## src/rtl/svm_pkg.sv

```systemverilog
// Shared types and constants for the SVM coefficient reader: FSM state
// encoding and the ceil-log2 helper used to size the ROM address.
package svm_pkg;

   typedef enum logic [1:0] {
      ST_IDLE  = 2'd0,
      ST_RUN   = 2'd1,
      ST_DRAIN = 2'd2
   } svm_state_e;

   // Never returns less than 1 so a single-word ROM still gets an address bit.
   function automatic int svm_clog2(input int value);
      int result;
      result = 0;
      while ((1 << result) < value) begin
         result = result + 1;
      end
      if (result < 1) begin
         result = 1;
      end
      return result;
   endfunction

endpackage

```

## src/rtl/svm_stream_fifo.sv

```systemverilog
// Two-entry first-word-fall-through FIFO; the head is forced to zero when
// empty so downstream never sees stale data.
module svm_stream_fifo #(
   parameter int WIDTH = 8
) (
   input  logic             clk_i,
   input  logic             rst_i,
   input  logic             push_i,
   input  logic [WIDTH-1:0] push_data_i,
   input  logic             pop_i,
   output logic             full_o,
   output logic             empty_o,
   output logic [WIDTH-1:0] head_o
);

   logic [WIDTH-1:0] mem_q [2];
   logic             wr_ptr_q;
   logic             rd_ptr_q;
   logic [1:0]       count_q;
   logic [1:0]       count_d;
   logic             do_push;
   logic             do_pop;

   assign empty_o = (count_q == 2'd0);
   assign full_o  = (count_q == 2'd2);
   assign do_push = push_i & ~full_o;
   assign do_pop  = pop_i & ~empty_o;

   always_comb begin
      count_d = count_q;
      case ({do_push, do_pop})
         2'b10:   count_d = count_q + 2'd1;
         2'b01:   count_d = count_q - 2'd1;
         default: count_d = count_q;
      endcase
   end

   always_ff @(posedge clk_i) begin
      if (rst_i) begin
         wr_ptr_q <= 1'b0;
         rd_ptr_q <= 1'b0;
         count_q  <= 2'd0;
      end else begin
         if (do_push) begin
            wr_ptr_q <= ~wr_ptr_q;
         end
         if (do_pop) begin
            rd_ptr_q <= ~rd_ptr_q;
         end
         count_q <= count_d;
      end
   end

   // Storage is data only; validity comes entirely from count_q.
   always_ff @(posedge clk_i) begin
      if (do_push) begin
         mem_q[wr_ptr_q] <= push_data_i;
      end
   end

   assign head_o = empty_o ? '0 : mem_q[rd_ptr_q];

endmodule

```

## src/rtl/svm_coef_reader.sv

```systemverilog
// Streams MEM_DEPTH words from an external 1-cycle-latency ROM into a
// ready/valid sink, flagging the final word with out_last.
module svm_coef_reader
   import svm_pkg::*;
#(
   parameter int  BLOCK_LENGTH = 8,
   parameter int  MEM_DEPTH    = 676,
   localparam int ADDR_W       = svm_clog2(MEM_DEPTH)
) (
   input  logic                    clock,
   input  logic                    reset,
   input  logic                    start,
   output logic                    busy,
   output logic                    done,
   output logic [ADDR_W-1:0]       rom_address,
   input  logic [BLOCK_LENGTH-1:0] rom_data,
   output logic [BLOCK_LENGTH-1:0] out_data,
   output logic                    out_valid,
   input  logic                    out_ready,
   output logic                    out_last
);

   localparam logic [ADDR_W-1:0] LAST_ADDR = ADDR_W'(MEM_DEPTH - 1);

   svm_state_e          state_q;
   svm_state_e          state_d;
   logic [ADDR_W-1:0]   addr_q;
   logic [ADDR_W-1:0]   addr_d;
   logic                infl_q;
   logic                infl_last_q;
   logic                infl_last_d;
   logic                done_q;
   logic                done_d;
   logic                issue;
   logic                pop;
   logic                fifo_full;
   logic                fifo_empty;
   logic [1:0]          occupancy;
   logic [2:0]          pending;
   logic [BLOCK_LENGTH:0] head;

   assign occupancy = fifo_full ? 2'd2 : (fifo_empty ? 2'd0 : 2'd1);
   assign pending   = {1'b0, occupancy} + {2'b00, infl_q};
   assign pop       = out_valid & out_ready;

   // A read may only be issued if, counting the word still on its way and
   // crediting this cycle's transfer, the FIFO keeps a free slot for it.
   always_comb begin
      state_d     = state_q;
      addr_d      = addr_q;
      done_d      = 1'b0;
      issue       = 1'b0;
      infl_last_d = 1'b0;
      unique case (state_q)
         ST_IDLE: begin
            if (start && !done_q) begin
               state_d = ST_RUN;
               addr_d  = '0;
            end
         end
         ST_RUN: begin
            if (pending < (3'd2 + {2'b00, pop})) begin
               issue       = 1'b1;
               infl_last_d = (addr_q == LAST_ADDR);
               if (addr_q == LAST_ADDR) begin
                  state_d = ST_DRAIN;
               end else begin
                  addr_d = addr_q + 1'b1;
               end
            end
         end
         ST_DRAIN: begin
            if (pop && head[BLOCK_LENGTH]) begin
               state_d = ST_IDLE;
               done_d  = 1'b1;
            end
         end
         default: state_d = ST_IDLE;
      endcase
   end

   always_ff @(posedge clock) begin
      if (reset) begin
         state_q <= ST_IDLE;
         addr_q  <= '0;
         infl_q  <= 1'b0;
         done_q  <= 1'b0;
      end else begin
         state_q <= state_d;
         addr_q  <= addr_d;
         infl_q  <= issue;
         done_q  <= done_d;
      end
   end

   always_ff @(posedge clock) begin
      infl_last_q <= infl_last_d;
   end

   svm_stream_fifo #(
      .WIDTH(BLOCK_LENGTH + 1)
   ) u_fifo (
      .clk_i       (clock),
      .rst_i       (reset),
      .push_i      (infl_q),
      .push_data_i ({infl_last_q, rom_data}),
      .pop_i       (pop),
      .full_o      (fifo_full),
      .empty_o     (fifo_empty),
      .head_o      (head)
   );

   assign busy        = (state_q != ST_IDLE);
   assign done        = done_q;
   assign rom_address = addr_q;
   assign out_valid   = ~fifo_empty;
   assign out_data    = head[BLOCK_LENGTH-1:0];
   assign out_last    = head[BLOCK_LENGTH];

endmodule

```

## config.mk

```make
export PLATFORM = sky130hd
export DESIGN_NAME = svm_coef_reader
export DESIGN_NICKNAME = d
export VERILOG_FILES = /design/src/rtl/svm_pkg.sv /design/src/rtl/svm_stream_fifo.sv /design/src/rtl/svm_coef_reader.sv
export SDC_FILE = /design/constraint.sdc
export NUM_CORES = 1
export LEC_CHECK = 0
export CAP_MARGIN = 20
export CORE_ASPECT_RATIO = 0.9
export CORE_MARGIN = 2
export CORE_UTILIZATION = 54
export DETAILED_ROUTE_END_ITERATION = 10
export PLACE_DENSITY = 0.85
export REMOVE_ABC_BUFFERS = 1
export SLEW_MARGIN = 20
export SYNTH_ARGS = -nofsm -noshare
export SYNTH_HDL_FRONTEND = slang
export SYNTH_SLANG_ARGS = --single-unit
```

## constraint.sdc

```tcl
create_clock -name clock -period 4.25 [get_ports clock]
set_input_delay 0.425 -clock clock [delete_from_list [all_inputs] [get_ports clock]]
set_output_delay 0.425 -clock clock [all_outputs]
set_load 0.005 [all_outputs]
```

; ---- Word-level counts from Yosys, hierarchy flattened
; Memories as Yosys holds them, arrays and structs flattened. A register that Yosys moved wholly into a read port is not among the register bits.
; Index checks and enable logic that the tools add are counted.
[totals]
ff_bits = 19
out_inout_bits = 22
elab_cells = 67
input_bits = 12
ramBits = 18
mem_count = 1
[op_classes]
eq_ne = 11
mux = 19
bitwise_logic = 9
reduce_logical = 13
magnitude_cmp = 1
add_sub_neg = 5
[mem_list]
columns = name, depth, word_bits, rd, rd_ports_with_merged_regs, wr, line
row1 = u_fifo.mem_q, 2, 9, 1, 1, 1, svm_stream_fifo.sv:16  ; logic [WIDTH-1:0] mem_q [2];
[ops]
columns = op, n
row1 = two-way mux 10 bit, 3
row2 = case mux 10 bit (2 select lines), 1
row3 = "adder 10 x 1 -> 10 bit, second input constant", 1
row4 = "== test 10 bit, second input constant", 1
row5 = two-way mux 2 bit, 5
row6 = "!= test 2 bit, second input constant", 5
row7 = two-way mux 9 bit, 1
row8 = AND reduction 4 bit, 2
row9 = two-way mux 1 bit, 7
row10 = "== test 2 bit, second input constant", 3
row11 = inverter 1 bit, 6
row12 = case mux 2 bit (3 select lines), 1
row13 = nonzero test 2 bit, 3
row14 = "== test 2 x 1 -> 1 bit, second input constant", 2
row15 = logical NOT 2 bit, 2
row16 = case mux 2 bit (2 select lines), 1
row17 = OR reduction 2 bit, 2
row18 = adder 2 x 1 -> 3 bit, 1
row19 = "adder 2 x 1 -> 3 bit, first input constant", 1
row20 = bitwise AND 1 bit, 3
row21 = < comparator 3 bit, 1
row22 = "adder 2 x 1 -> 2 bit, second input constant", 1
row23 = logical AND 1 bit, 2
row24 = AND reduction 2 bit, 1
row25 = 2 further kinds, 2

; ---- Longest topological paths before layout
; Gate-level depths: netlist (run 1).
[depth]
depth_word = 7
ltp_mapped = 8
mapped_depth_nobuf = 7

; ---- By module
; Synthesis (run 1) repeated with hierarchy kept, for this count alone.
[unflattened]
cells_unflattened = 171
area_unflattened_um2 = 1771.7
[modules_own_cells]
columns = mod, cells_per_inst, area_each_um2, seq_area_each_um2, instances
row1 = svm_stream_fifo, 64, 892.1, 640.6, 1
row2 = svm_coef_reader, 107, 879.6, 300.3, 1

; ---- Worst setup path after synthesis (run 1)
; No wires, ideal clock.
[synth_timing]
path_kind = reg2reg
start = reg u_fifo.count_q[0]
end = reg addr_q[7], in the netlist rom_address[7]
synth_period_minus_slack_ns = 2.041
path_slack_ns = 2.209
setup_time_ns = 0.071
path_stages_with_launch = 9
arrival_time_ns = 1.970
n_path_buf = 2
path_cell_list = dfxtp_1 > clkbuf_1 > clkbuf_1 > ha_1 > nor3b_1 > o22a_1 > nand3_1 > or3_1 > a21oi_1
[synth_via]
elab_chain_cells = 7
[synth_rtl]
columns = item, line
row1 = from (decl), svm_stream_fifo.sv:19  ; logic [1:0] count_q;
row2 = from (signal assigned), svm_stream_fifo.sv:50  ; count_q <= count_d;
row3 = logical NOT 2 bit, svm_stream_fifo.sv:24  ; assign empty_o = (count_q == 2'd0);
row4 = two-way mux 1 bit / inverter 1 bit (equally long branches), "svm_coef_reader.sv:42, svm_coef_reader.sv:116"
row5 = two-way mux 2 bit / bitwise AND 1 bit (equally long branches), "svm_coef_reader.sv:42, svm_coef_reader.sv:44"
row6 = "adder 2 x 1 -> 3 bit, on equally long branches", "svm_coef_reader.sv:43, svm_coef_reader.sv:62"
row7 = < comparator 3 bit *, svm_coef_reader.sv:62  ; if (pending < (3'd2 + {2'b00, pop})) begin
row8 = != test 2 bit (no source line) *, --
row9 = AND reduction 4 bit (no source line) *, --
row10 = to (signal assigned), svm_coef_reader.sv:90  ; addr_q <= addr_d;
row11 = to (decl), svm_coef_reader.sv:27  ; logic [ADDR_W-1:0] addr_q;
; Every way passes the cells marked *; elsewhere a longest branch is shown, timed or not.
; A chain may end at the register's enable or synchronous reset.

; ---- Worst setup path in the final report (run 1)
[layout_timing]
start = reg u_fifo.count_q[0]
end = out out_valid
[layout_via]
elab_chain_cells = 2
[layout_rtl]
columns = item, line
row1 = logical NOT 2 bit, svm_stream_fifo.sv:24
row2 = inverter 1 bit, svm_coef_reader.sv:116  ; assign out_valid = ~fifo_empty;
row3 = to (decl), svm_coef_reader.sv:18  ; output logic out_valid,
; No other way between the ends.

==> impl_metrics.csv, run 1 <==
group,metric,value,unit
outcome,status,"completed",
setup_path,critPathArrivalTime,1.87,ns
power,ir_worst_vdd,0.284,mV
min_path,hp-class,"reg -> reg",
clock_network,cts_sinks,38,
timing,worstMarginPinSlew,0.816,ns
synth,synth-async-reset-ratio,0,
detailed_routing,vias_per_cell,5.71,
power,intPower,746,uW
timing,finClkSkew,0.00319,ns
floorplan,initial_utilization,0.564,
detailed_routing,ant_nets,0,
floorplan,rows,19,
floorplan,coreArea,3070,um2
layout,fin_cells,240,
synth,synth-seq-cells,38,
timing,fin_crit_sh,0.541,
detailed_routing,wl_per_cell,15.1,um
clock_network,cts-root-buf,"clkbuf_4",
synth,synth_cells,164,
clock_network,clock_tree.buffer_depth,2,
power,p_seq_frac,0.445,
placement,gp_congestion,0.839,
floorplan,die-area,3670,um2
timing,fin_crit,2.30,ns
clock_network,cts_setup_buffers,0,
timing,rsz0062_at_grt,"false",
power,clockPowerShare,0.290,
global_routing,grtUsageTotal,0.217,
placement,dp_hpwl,2650,um
detailed_routing,drt-initial-drc-count,83,
setup_path,cp-end-kind,"output port",
power,switching_share,0.269,
global_routing,grt_pass1_wl,5910,um
clock_network,h-tree-depth,2,
placement,numPortBuffers,33,
placement,dpl.cell_count,232,
timing,slew_headroom,0.454,
setup_path,critical_path.max_fanout,10,
synth,synth_cell_types,40,
setup_path,crit_required,3.83,ns
timing,setup_viol,0,
layout,drive_gt1_frac,0.0606,
synth,synth.yosys.seq_area_share,0.544,
floorplan,die_w,63.7,um
detailed_routing,drt_first_pass_iters,4,
clock_network,path_clk_slew,0.11,ns
clock_network,cts_made_buffers,5,
synth,synth-edff-count,18,
global_routing,grt_pass1_vias,1280,
layout,syn_to_final_growth,26.4,%
synth,synth_warnings,0,
global_routing,grt_max_degree,19,
power,power_density,467,nW/um2
timing,maxSlewViolCount,0,
power,p_sw,275,uW
floorplan,die_h,57.7,um
power,p_leak,0.000774,uW
synth,syn_area,1730,um2
global_routing,antenna_found_initial,0,
timing,max_freq,0.435,GHz
timing,final.setup.tns,0,ns
clock_network,cts_tree,"yes",
detailed_routing,vias,1371,
synth,synth_ff_type,"dfxtp_1",
floorplan,io_pins,34,
layout,antenna_cells,0,
power,total_power,1020,uW
detailed_routing,drc,0,
layout,final_nets,212,
global_routing,overflow,0,
timing,final_hold_viol_count,0,
setup_path,critical_path_class,"reg -> out",
power,combPwrFrac,0.265,
clock_network,post_cts_resized,0,
clock_network,insertion_delay,0.34,ns
clock_network,holdBufCountCts,0,
job,drv_cap,0,
synth,avgSynthCellArea,10.6,um2
setup_path,start_kind,"flop",
detailed_routing,finalWirelength,3610,um
[cell families (layout without fill, tap and decap cells)]
| group | Yosys count | count (layout) | share of synthesized area |
|---|---|---|---|
| mux | 11 | 11 | 0.0644 |
| compound gates | 29 | 29 | 0.123 |
| flops | 38 | 38 | 0.544 |
| fa+ha+maj | 3 | 3 | 0.0217 |
| buf+inv | 15 | 49 | 0.0333 |
| simple gates | 64 | 64 | 0.194 |
| xor+xnor | 4 | 4 | 0.0202 |
[registers in the layout, summed over array words and instances (netlist names), named ones only]
| signal | count |
|---|---|
| u_fifo.wr_ptr_q | 1 |
| state_q | 2 |
| infl_last_q | 1 |
| u_fifo.count_q | 2 |
| u_fifo.rd_ptr_q | 1 |
| u_fifo.mem_q | 18 |
| infl_q | 1 |
| rom_address | 10 |
| done | 1 |
[area by class of cell]
class	instances	area, um2
Clock buffer	5	37.5
Clock inverter	3	63.8
Fill cell	208	880
Inverter	8	30.0
Multi-Input combinational cell	111	732
Sequential cell	38	941
Tap cell	42	52.6
Timing Repair Buffer	33	330
[synth_stat cells (all sizes together) (2+ instances only)]
cell type   n  area [um2]
o41ai       3        26.3
o21ai       8        40.0
mux2i      10         100
ha          3        37.5
dfxtp      20         400
edfxtp     18         541
nand2       7        26.3
nand3       9        50.1
a221oi      2        17.5
nor3        2        10.0
nor2b       3        18.8
a211oi      2        15.0
a21oi       7        35.0
xor2        2        17.5
a31oi       2        18.8
and3        5        31.3
nor2       22        82.6
and2        2        12.5
nand2b      4        25.0
clkbuf      6        22.5
xnor2       2        17.5
or3         3        18.8
inv         8        30.0
[per-layer routing]
metal | vias up | share of wire | GRT usage | routed length (um)
met4 | 0 | 0.020 | 0.0963 | 71
met5 | - | 0 | 0 | 0
met2 | 52 | 0.47 | 0.346 | 1710
met3 | 8 | 0.054 | 0.0641 | 195
li1 | 663 | - | - | -
met1 | 648 | 0.45 | 0.277 | 1630
[stage by stage]
step	area (um2)	setup WS (ns)	hold WS (ns)	utilization
3_5_place_dp	2090	1.89	0.425	0.680
6_report	2190	1.95	0.448	0.713
4_1_cts	2190	1.92	0.452	0.713
3_3_place_gp	2090	1.94	0.407	0.680
2_1_floorplan	1700	2.32	0.404	-
5_1_grt	2190	1.82	0.477	0.713
[critical path: stages, from the launching register on]
cell and delay (ns):
dfxtp_1 0.39, nor2_1 0.54, inv_1 0.14, clkdlybuf4s50_1 0.47
[power groups by stage]
| stage | registers, uW | logic [uW] | clock network [uW] |
|---|---|---|---|
| final | 454 | 271 | 296 |
| after global routing | 459 | 296 | 313 |
| after CTS | 454 | 274 | 300 |
| after detailed placement | 462 | 272 | 0 |
| after global placement | 458 | 263 | 0 |
| after floorplan | 452 | 147 | 0 |
[worst paths after layout]
check / slack (ns) / depth (start not counted) / from / endpoint
min: 0.45 / 0 / infl_last_q / u_fifo.mem_q[0][8]
min reg2reg: 0.45 / 0 / infl_last_q / u_fifo.mem_q[0][8]
max reg2reg: 2.01 / 6 / u_fifo.count_q[0] / u_fifo.count_q[1]
max: 1.95 / 3 / u_fifo.count_q[0] / out_valid
[placed cells by master (no fill, tap or decap), types with 2 or more instances in the layout]
cell type	n
clkdlybuf4s50_1	33
nor2_1	22
dfxtp_1	20
edfxtp_1	18
mux2i_1	10
inv_1	8
nand3_1	8
nand2_1	7
a21oi_1	7
and3_1	5
clkbuf_4	5
nand2b_1	4
o21ai_1	4
o21ai_0	4
nor2b_1	3
o41ai_1	3
or3_1	3
ha_1	3
and2_1	2
a221oi_1	2
a211oi_1	2
xnor2_1	2
nor3_1	2
xor2_1	2
bufinv_16	2
(Power assumes the default switching activity.)
==> run 2, diff against run 1 <==
--- a/config.mk
+++ b/config.mk
@@ -8,9 +8,9 @@
 export CAP_MARGIN = 20
 export CORE_ASPECT_RATIO = 0.9
 export CORE_MARGIN = 2
-export CORE_UTILIZATION = 54
+export CORE_UTILIZATION = 46
 export DETAILED_ROUTE_END_ITERATION = 10
-export PLACE_DENSITY = 0.85
+export PLACE_DENSITY = 0.77
 export REMOVE_ABC_BUFFERS = 1
 export SLEW_MARGIN = 20
 export SYNTH_ARGS = -nofsm -noshare
==> constraint.sdc (replaced) <==
create_clock -name clock -period 1.9 [get_ports clock]
set_input_delay 0.19 -clock clock [delete_from_list [all_inputs] [get_ports clock]]
set_output_delay 0.19 -clock clock [all_outputs]
set_load 0.005 [all_outputs]
==> run 2 against run 1 <==
The run now ends with setup timing left. Clock power increased to 2.8 times the previous value. Worst hold slack got worse by 0.0019 ns. Total power rose to 2.5 times the previous value. Critical path depth up 3. Register-to-register slack worse by 2.1 ns. Largest cell class unchanged. Largest power group unchanged.
==> impl_metrics.csv, run 2 (same netlist as run 1, synthesis figures left out) <==
group,metric,value,unit
outcome,status,"finished with violations",
outcome,violations,"setup timing",
floorplan,rows,21,
clock_network,holdBufCountCts,0,
setup_path,start_kind,"flop",
global_routing,grt_pass1_vias,1437,
timing,final_hold_viol_count,0,
power,switching_share,0.267,
detailed_routing,finalWirelength,3970,um
clock_network,path_clk_slew,0.08,ns
setup_path,cp-end-kind,"flop",
placement,dp_hpwl,2780,um
global_routing,grt_pass1_wl,6330,um
detailed_routing,vias_per_cell,5.48,
global_routing,overflow,0,
detailed_routing,vias,1448,
power,clockPowerShare,0.321,
layout,syn_to_final_growth,41.0,%
layout,drive_gt1_frac,0.188,
setup_path,critPathArrivalTime,2.14,ns
timing,max_freq,0.513,GHz
power,power_density,1050,nW/um2
layout,largest_register_ffs,18,
layout,fillers,268,
layout,layout_commonest_cell,"clkdlybuf4s50_1",
min_path,hp-class,"reg -> reg",
timing,fin_crit_sh,1.03,
timing,slew_headroom,0.700,
power,combPwrFrac,0.302,
detailed_routing,ant_nets,0,
global_routing,grt_max_degree,14,
clock_network,clock_tree.buffer_depth,2,
global_routing,antenna_found_initial,0,
placement,dp_slack,-0.0781,ns
detailed_routing,drt_first_pass_iters,4,
setup_path,critical_path_class,"reg -> reg",
layout,fin_cells,264,
floorplan,die-area,4270,um2
floorplan,io_pins,34,
timing,layout_setup_ws,-0.0486,ns
setup_path,crit_required,2.09,ns
floorplan,initial_utilization,0.474,
layout,design_area,2440,um2
placement,numPortBuffers,33,
clock_network,cts_sinks,38,
placement,postPlaceCellArea,2220,um2
clock_network,cts-root-buf,"clkbuf_8",
floorplan,die_h,62.2,um
timing,setup_viol,4,
detailed_routing,drc,0,
clock_network,cts_tree,"yes",
clock_network,h-tree-depth,2,
placement,gp_congestion,0.829,
timing,maxSlewViolCount,0,
layout,final_nets,232,
timing,fin_crit,1.95,ns
floorplan,coreArea,3650,um2
power,intPower,1890,uW
setup_path,critical_path.max_fanout,4,
layout,layout_common_cells,"33 x clkdlybuf4s50_1, 22 x nor2_1, 18 x dfxtp_1, 18 x buf_4, 18 x edfxtp_1",
detailed_routing,drt-initial-drc-count,90,
clock_network,cts_made_buffers,5,
job,drv_cap,0,
setup_path,reg2regPathDepth,6,
clock_network,insertion_delay,0.30,ns
layout,antenna_cells,0,
placement,dpl.cell_count,253,
layout,largest_register,"u_fifo.mem_q",
power,total_power,2570,uW
power,p_leak,0.000908,uW
timing,worstMarginPinSlew,0.449,ns
timing,finClkSkew,0.00774,ns
power,p_sw,686,uW
power,p_seq_frac,0.377,
power,ir_worst_vdd,0.542,mV
detailed_routing,wl_per_cell,15.0,um
min_path,hold_depth,0,
global_routing,grtUsageTotal,0.200,
floorplan,die_w,68.7,um
timing,rsz0062_at_grt,"true",
[run 2: cell types whose count changed in the layout (fill, tap and decap cells not counted), moves of 2 or more]
cell,change
clkbuf_4,-5
buf_4,+18
o21ai_1,+2
dfxtp_2,+2
clkbuf_8,+5
dfxtp_1,-2
o21ai_0,-2
[run 2: repair_timing]
action / CTS / global route
endpoints found under the setup margin: 8 / 21
setup buffers: 2 / 1
gates resized for setup: 6 / 8
pin swaps: 8 / 6
[run 2: cell type report]
class                   instances  area, um2  area share
flip-flops and latches         38        943       0.387
multi-input cells             111        774       0.317
repair buffers                 53        497       0.204
clock buffers                   5       68.8      0.0282
clock inverters                 3       68.8      0.0282
well taps                      46       57.6      0.0236
inverters                       8       30.0      0.0123
[run 2: stage by stage]
| stage | TNS, ns | hold slack (ns) | utilization |
|---|---|---|---|
| after global placement | -0.0681 | 0.408 | 0.607 |
| after floorplan | -0.0887 | 0.259 | - |
| after global routing | -0.655 | 0.476 | 0.668 |
| final | -0.117 | 0.446 | 0.668 |
| after detailed placement | -0.315 | 0.431 | 0.607 |
| after CTS | -0.323 | 0.450 | 0.657 |
[run 2: power groups by stage]
stage	clock (uW)	combinational, uW	sequential [uW]
6_report	825	776	970
4_1_cts	836	764	966
3_5_place_dp	0	746	984
3_3_place_gp	0	723	979
5_1_grt	881	857	980
2_1_floorplan	0	330	1010
[run 2: final timing paths]
| check | from | end | slack, ns |
|---|---|---|---|
| hold reg to reg | infl_last_q | u_fifo.mem_q[0][8] | 0.45 |
| hold / removal | infl_last_q | u_fifo.mem_q[0][8] | 0.45 |
| setup / recovery | rom_address[3] | rom_address[0] | -0.05 |
| setup reg to reg | rom_address[3] | rom_address[0] | -0.05 |
[run 2: per-layer routing]
layer | part of all wire | wire length (um) | global-route usage | up-vias
li1 | - | - | - | 702
met1 | 0.41 | 1620 | 0.221 | 681
met2 | 0.51 | 2010 | 0.350 | 53
met3 | 0.064 | 252 | 0.0616 | 12
met4 | 0.022 | 89 | 0.0725 | 0
met5 | 0 | 0 | 0 | -
[run 2: worst max-delay path, cell delays in order (launching register included)]
cell and delay (ns):
dfxtp_1 0.31, or4b_1 0.50, or4_4 0.48, buf_12 0.16, and3_1 0.16, mux2i_1 0.17, nor2_1 0.06
==> edit 1: new RTL, flow settings as in run 2 <==
The 3 states of `svm_state_e` get a one-hot encoding in 3 bits.
--- a/src/rtl/svm_pkg.sv
+++ b/src/rtl/svm_pkg.sv
@@ -2,10 +2,10 @@
 // encoding and the ceil-log2 helper used to size the ROM address.
 package svm_pkg;
 
-   typedef enum logic [1:0] {
-      ST_IDLE  = 2'd0,
-      ST_RUN   = 2'd1,
-      ST_DRAIN = 2'd2
+   typedef enum logic [2:0] {
+      ST_IDLE  = 3'b001,
+      ST_RUN   = 3'b010,
+      ST_DRAIN = 3'b100
    } svm_state_e;
 
    // Never returns less than 1 so a single-word ROM still gets an address bit.
Formal check against the unedited RTL: no difference found for any inputs over 10 cycles, from zero or initial values and one cycle with reset high; not proved beyond that.
==> edit 1 against run 2 <==
  * The flow still finishes with violations (negative setup slack)
  * Clock skew is 1.9 ps lower
  * Sequential cell count is 1 higher
  * Final area is 1.6% higher
  * Routed wire length is 0.60% lower
  * Synthesized cell count is 0.61% higher
  * Worst setup slack worse by 48 ps
  * Count of clock-buffer cells in the layout is 1 higher
  * Area after synthesis is 0.22% lower
  * Highest routed layer unchanged
Power is not compared: it rests on default switching activity, and its combinational part moved more than twofold at a synthesized area within 25%.
==> edit 1: results (changes against run 2) <==
- The final worst setup slack is -96.16 ps (-47.56 ps).
- The number of clock buffers in the layout is 6 (+1).
- The placed standard-cell area is 2241 sq um (+1.0%).
- The number of DRC markers in iteration 0 is 74 (-18%).
- The final-stage net count is 235 (+1.3%).
- The placed wire-length estimate after detailed placement is 2725 microns (-2.0%).
- The count of non-CTS inverters in the layout is 4 (-4).
- The share of final layout cell area taken by non-clock buffers is 19.69% (-0.67 points).
- The post-CTS resize count was 8 (+2).
- The last weighted congestion value of the routability-driven placer is 0.8477 (+2.3%).
- The final wirelength is 3943 microns (-0.60%).
- The number of multi-input combinational cells in the layout is 118 (+6.3%).
- The number of failing setup endpoints in the final timing report is 6 (+2).
- The relative area of clock buffers and inverters in the final design came to 5.351% (-0.29 points).
- The setup fix buffers added after clock tree synthesis was 0 (-2).
- The hold slack is 438.5 ps (-7.806 ps).
- On the critical path, the stage with the largest delay is an instance of sky130_fd_sc_hd__or4_4.
- The number of global-route vias before repair was 1478 (+2.9%).
- The total number of sequential cells came to 39 (+2.6%).
- The signal arrival time at the worst endpoint is 2230 ps (+90 ps).
- The checks that failed: negative setup slack.
- The relative max-transition margin is 73.78% (+3.8 points).
- The number of inserted filler cells in the final layout is 266 (-0.75%).
- The capture endpoint of the worst hold path is u_fifo.mem_q[1][8].
- The routed via count divided by cell count is 5.468 (-0.30%).
- The run finished, with violations left.
- The post-route standard cell area excluding fillers came to 2479 sq um (+1.6%).
- The total routing resource utilization after global routing is 19.28% (-0.73 points).
- The average wire per cell in the routed design is 14.77 microns (-1.7%).
- The number of instances in the placed design came to 259 (+2.4%).
- The maximum number of pins on one net before global-route repair is 16 (+2).
edit 1: cell types whose count changed after synthesis, moves of 3 or more:
cell / change
sky130_fd_sc_hd__inv_1: -4
sky130_fd_sc_hd__nand2_1: +3
sky130_fd_sc_hd__o21ai_1: -4
sky130_fd_sc_hd__clkbuf_1: -3
sky130_fd_sc_hd__o21ai_0: +3
sky130_fd_sc_hd__o41ai_1: -3
sky130_fd_sc_hd__nor4_1: +3
sky130_fd_sc_hd__and3_1: -3
sky130_fd_sc_hd__a21oi_1: +3
sky130_fd_sc_hd__or3_1: +5
edit 1: how the worst max path moves through the flow:
stage | to | slack, ps | depth (start not counted)
2_1_floorplan | rom_address[5] | -330 | 6
3_3_place_gp | rom_address[4] | -270 | 7
3_5_place_dp | rom_address[7] | -360 | 7
4_1_cts | rom_address[3] | -90 | 7
5_1_grt | rom_address[5] | -180 | 6
6_report | rom_address[5] | -100 | 6
edit 1: cells by family after synthesis:
kind of cell / after synthesis / share of synthesized area, %
compound gates: 27 / 9.927
xor+xnor: 4 / 2.029
fa+ha+maj: 3 / 2.174
buf+inv: 8 / 1.811
flops: 39 / 55.65
mux: 9 / 5.218
simple gates: 75 / 23.19
edit 1: power by group through the flow:
stage                     clock (mW)  sequential, mW  combinational (mW)
final                          0.808           0.915               0.298
after global routing           0.850           0.917               0.321
after CTS                      0.811           0.913               0.272
after detailed placement           0           0.930               0.259
after global placement             0           0.928               0.247
after floorplan                    0           0.931               0.107
edit 1: per-layer routing:
layer | up-vias | global-route usage (%) | part of all wire (%)
li1 | 712 | - | -
met1 | 694 | 21.51 | 42
met2 | 49 | 34.38 | 51
met3 | 5 | 3.804 | 5.4
met4 | 0 | 8.000 | 1.3
met5 | - | 0 | 0
==> edit 2: new RTL, config.mk and constraints of run 2 <==
Made on the original files. Set the parameter `MEM_DEPTH` to 169 (it was 676).
--- a/src/rtl/svm_coef_reader.sv
+++ b/src/rtl/svm_coef_reader.sv
@@ -4,7 +4,7 @@
    import svm_pkg::*;
 #(
    parameter int  BLOCK_LENGTH = 8,
-   parameter int  MEM_DEPTH    = 676,
+   parameter int  MEM_DEPTH    = 169,
    localparam int ADDR_W       = svm_clog2(MEM_DEPTH)
 ) (
    input  logic                    clock,
Interface: changed (resized rom_address); port bits go from 34 to 32. No check against the original RTL was run, so the function may have changed too.
==> edit 2 against run 2 <==
  * Core utilization decreased by 3.0 points
  * Worst setup slack better by 120 ps
  * Highest routed layer unchanged
  * Sequential share of layout area grew 3.0 points
  * Total power shrank 11%
  * Area after synthesis is 4.5% lower
  * Synthesized cell count down 9.8%
  * Clock skew down 2.2 ps
  * Combinational power decreased by 9.0%
  * Critical path type unchanged
  * Routed wire length down 19%
  * Final area decreased by 11%
  * Sequential cell count shrank 2
==> edit 2: results (changes against run 2) <==
- The flow ran to the end, and the final reports show no timing, DRC or antenna violations.
- The number of inserted filler cells in the final layout was 279 (+4.1%).
- The total number of H-tree levels was 2 (unchanged).
- The number of flops mapped to enable cells by yosys came to 18 (unchanged).
- The maximum fanout encountered on the critical timing path is 4 (unchanged).
- The number of global-route vias before repair came to 1173 (-18%).
- The number of DRC markers in iteration 0 is 44 (-51%).
- The routed via count divided by cell count is 5.275 (-3.8%).
- The post-CTS resize count is 0 (-6).
- In this design, the largest share of critical-path delay is due to simple AND/OR/NAND/NOR gates.
- Ranked by total cell area, the synthesized netlist is headed by sky130_fd_sc_hd__edfxtp_1 (33%), sky130_fd_sc_hd__dfxtp_1 (22%), sky130_fd_sc_hd__mux2i_1 (5.5%).
- The average wire per cell in the routed design is 13.87 microns (-7.7%).
- The sequential element share of the synthesized area is 54.50% (+0.13 points).
- The CTS buffer count is 5 (unchanged).
- The met3 global-route usage was 5.751% (-0.41 points).
- The path type of the worst min-delay path is reg2reg.
- The distinct cell type count after synthesis came to 37 (-7.5%).
- The final-stage net count is 204 (-12%).
- The flip-flop count of the largest register, all copies and words added is 18 (unchanged).
- The routing usage on met2 was 29.14% (-5.8 points).
- The number of detailed-route iterations in the first pass is 4 (unchanged).
- The number of port buffers is 31 (-6.1%).
- The count of synthesis-stage warnings from yosys is 0 (unchanged).
- The maximum clock path buffer count was 2 (unchanged).
- The total leakage power is 0.7753 nW (-15%).
- The placed wire-length estimate after detailed placement is 2299 microns (-17%).
- Sorting the synthesized cells by how often they occur yields sky130_fd_sc_hd__dfxtp_1 (18), sky130_fd_sc_hd__edfxtp_1 (18), sky130_fd_sc_hd__nor2_1 (18), sky130_fd_sc_hd__nand2_1 (10), sky130_fd_sc_hd__mux2i_1 (9).
- The relative max-transition margin is 59.16% (-11 points).
- The fraction of synthesis flops using an asynchronous set or reset pin is 0% (unchanged).
- The first-pass GRT wire length is 5271 microns (-17%).
- The maximum number of pins on one net before global-route repair is 18 (+4).
- The fraction of final layout cells with drive strength greater than 1 came to 13.23% (-5.6 points).
- The diode insertion count for antenna repair is 0 (unchanged).
- For this design, the slowest cell found on the critical path is sky130_fd_sc_hd__or4b_1.
- After clock tree synthesis, the clock-pin slew on the worst setup and hold paths is 70 ps.
- The source-to-sink clock delay at the later pin of the worst-skew pair is ~290 ps.
- The last weighted congestion value of the routability-driven placer came to 0.8826 (+6.5%).
- Among all flip-flop cells after synthesis, the most frequent one is sky130_fd_sc_hd__edfxtp_1.
- The number of buffers inserted by hold repair at cts came to 0 (unchanged).
- The setup fix buffers added after clock tree synthesis is 0 (-2).
- Clock tree synthesis selected as its root buffer the cell sky130_fd_sc_hd__clkbuf_8.
- The total routing resource utilization after global routing is 17.88% (-2.1 points).
- The met1 global-route usage is 22.33% (+0.24 points).
- The highest ir drop seen on vdd is 0.6928 mV (+28%).
- The worst clock skew came to 5.532 ps (-2.208 ps).
- The signal arrival time at the worst endpoint is 2030 ps (-110 ps).
- The initial antenna violation count came to 0 (unchanged).
edit 2: routing by layer:
metal,wire length (microns),vias to the layer above
met2,1483,40
met3,214,6
li1,-,611
met5,0,-
met4,48,0
met1,1484,572
edit 2: layout make-up:
type                       count  share of cell area [%]
sequential                    36                   41.65
multi-input combinational     99                   32.20
timing repair buffer          40                   17.68
clock buffer                   5                   3.168
tap                           44                   2.535
clock inverter                 3                   1.728
inverter                       6                   1.037
edit 2: cells by family (layout without fill, tap and decap cells):
| kind of cell | after synthesis | after routing | synth area share [%] |
|---|---|---|---|
| flops | 36 | 36 | 54.50 |
| compound gates | 21 | 21 | 9.388 |
| buf+inv | 13 | 54 | 4.315 |
| xor+xnor | 4 | 4 | 2.120 |
| simple gates | 61 | 61 | 21.20 |
| fa+ha+maj | 4 | 4 | 3.028 |
| mux | 9 | 9 | 5.451 |
edit 2: report_power, final:
part / leakage [nW] / internal, mW / switching [mW]
Clock: 0.0532 / 0.382 / 0.260
Combinational: 0.409 / 0.404 / 0.302
Sequential: 0.313 / 0.884 / 0.0550
Total: 0.775 / 1.67 / 0.617
edit 2: metrics by stage:
stage	setup slack (ps)	hold slack [ps]	area (sq um)	instances
2_1_floorplan	42.28	259.1	1604	141
6_report	67.42	425.2	2172	233
3_3_place_gp	68.42	409.2	2029	224
4_1_cts	5.404	429.7	2136	232
5_1_grt	3.709	445.2	2172	233
3_5_place_dp	7.619	416.3	2029	224
edit 2: final timing paths:
path / from / to / slack, ps / cells past startpoint
setup / recovery: infl_q / rom_address[4] / 70 / 6
hold / removal: infl_last_q / u_fifo.mem_q[1][8] / 430 / 0
setup reg to reg: infl_q / rom_address[4] / 70 / 6
hold reg to reg: infl_last_q / u_fifo.mem_q[1][8] / 430 / 0
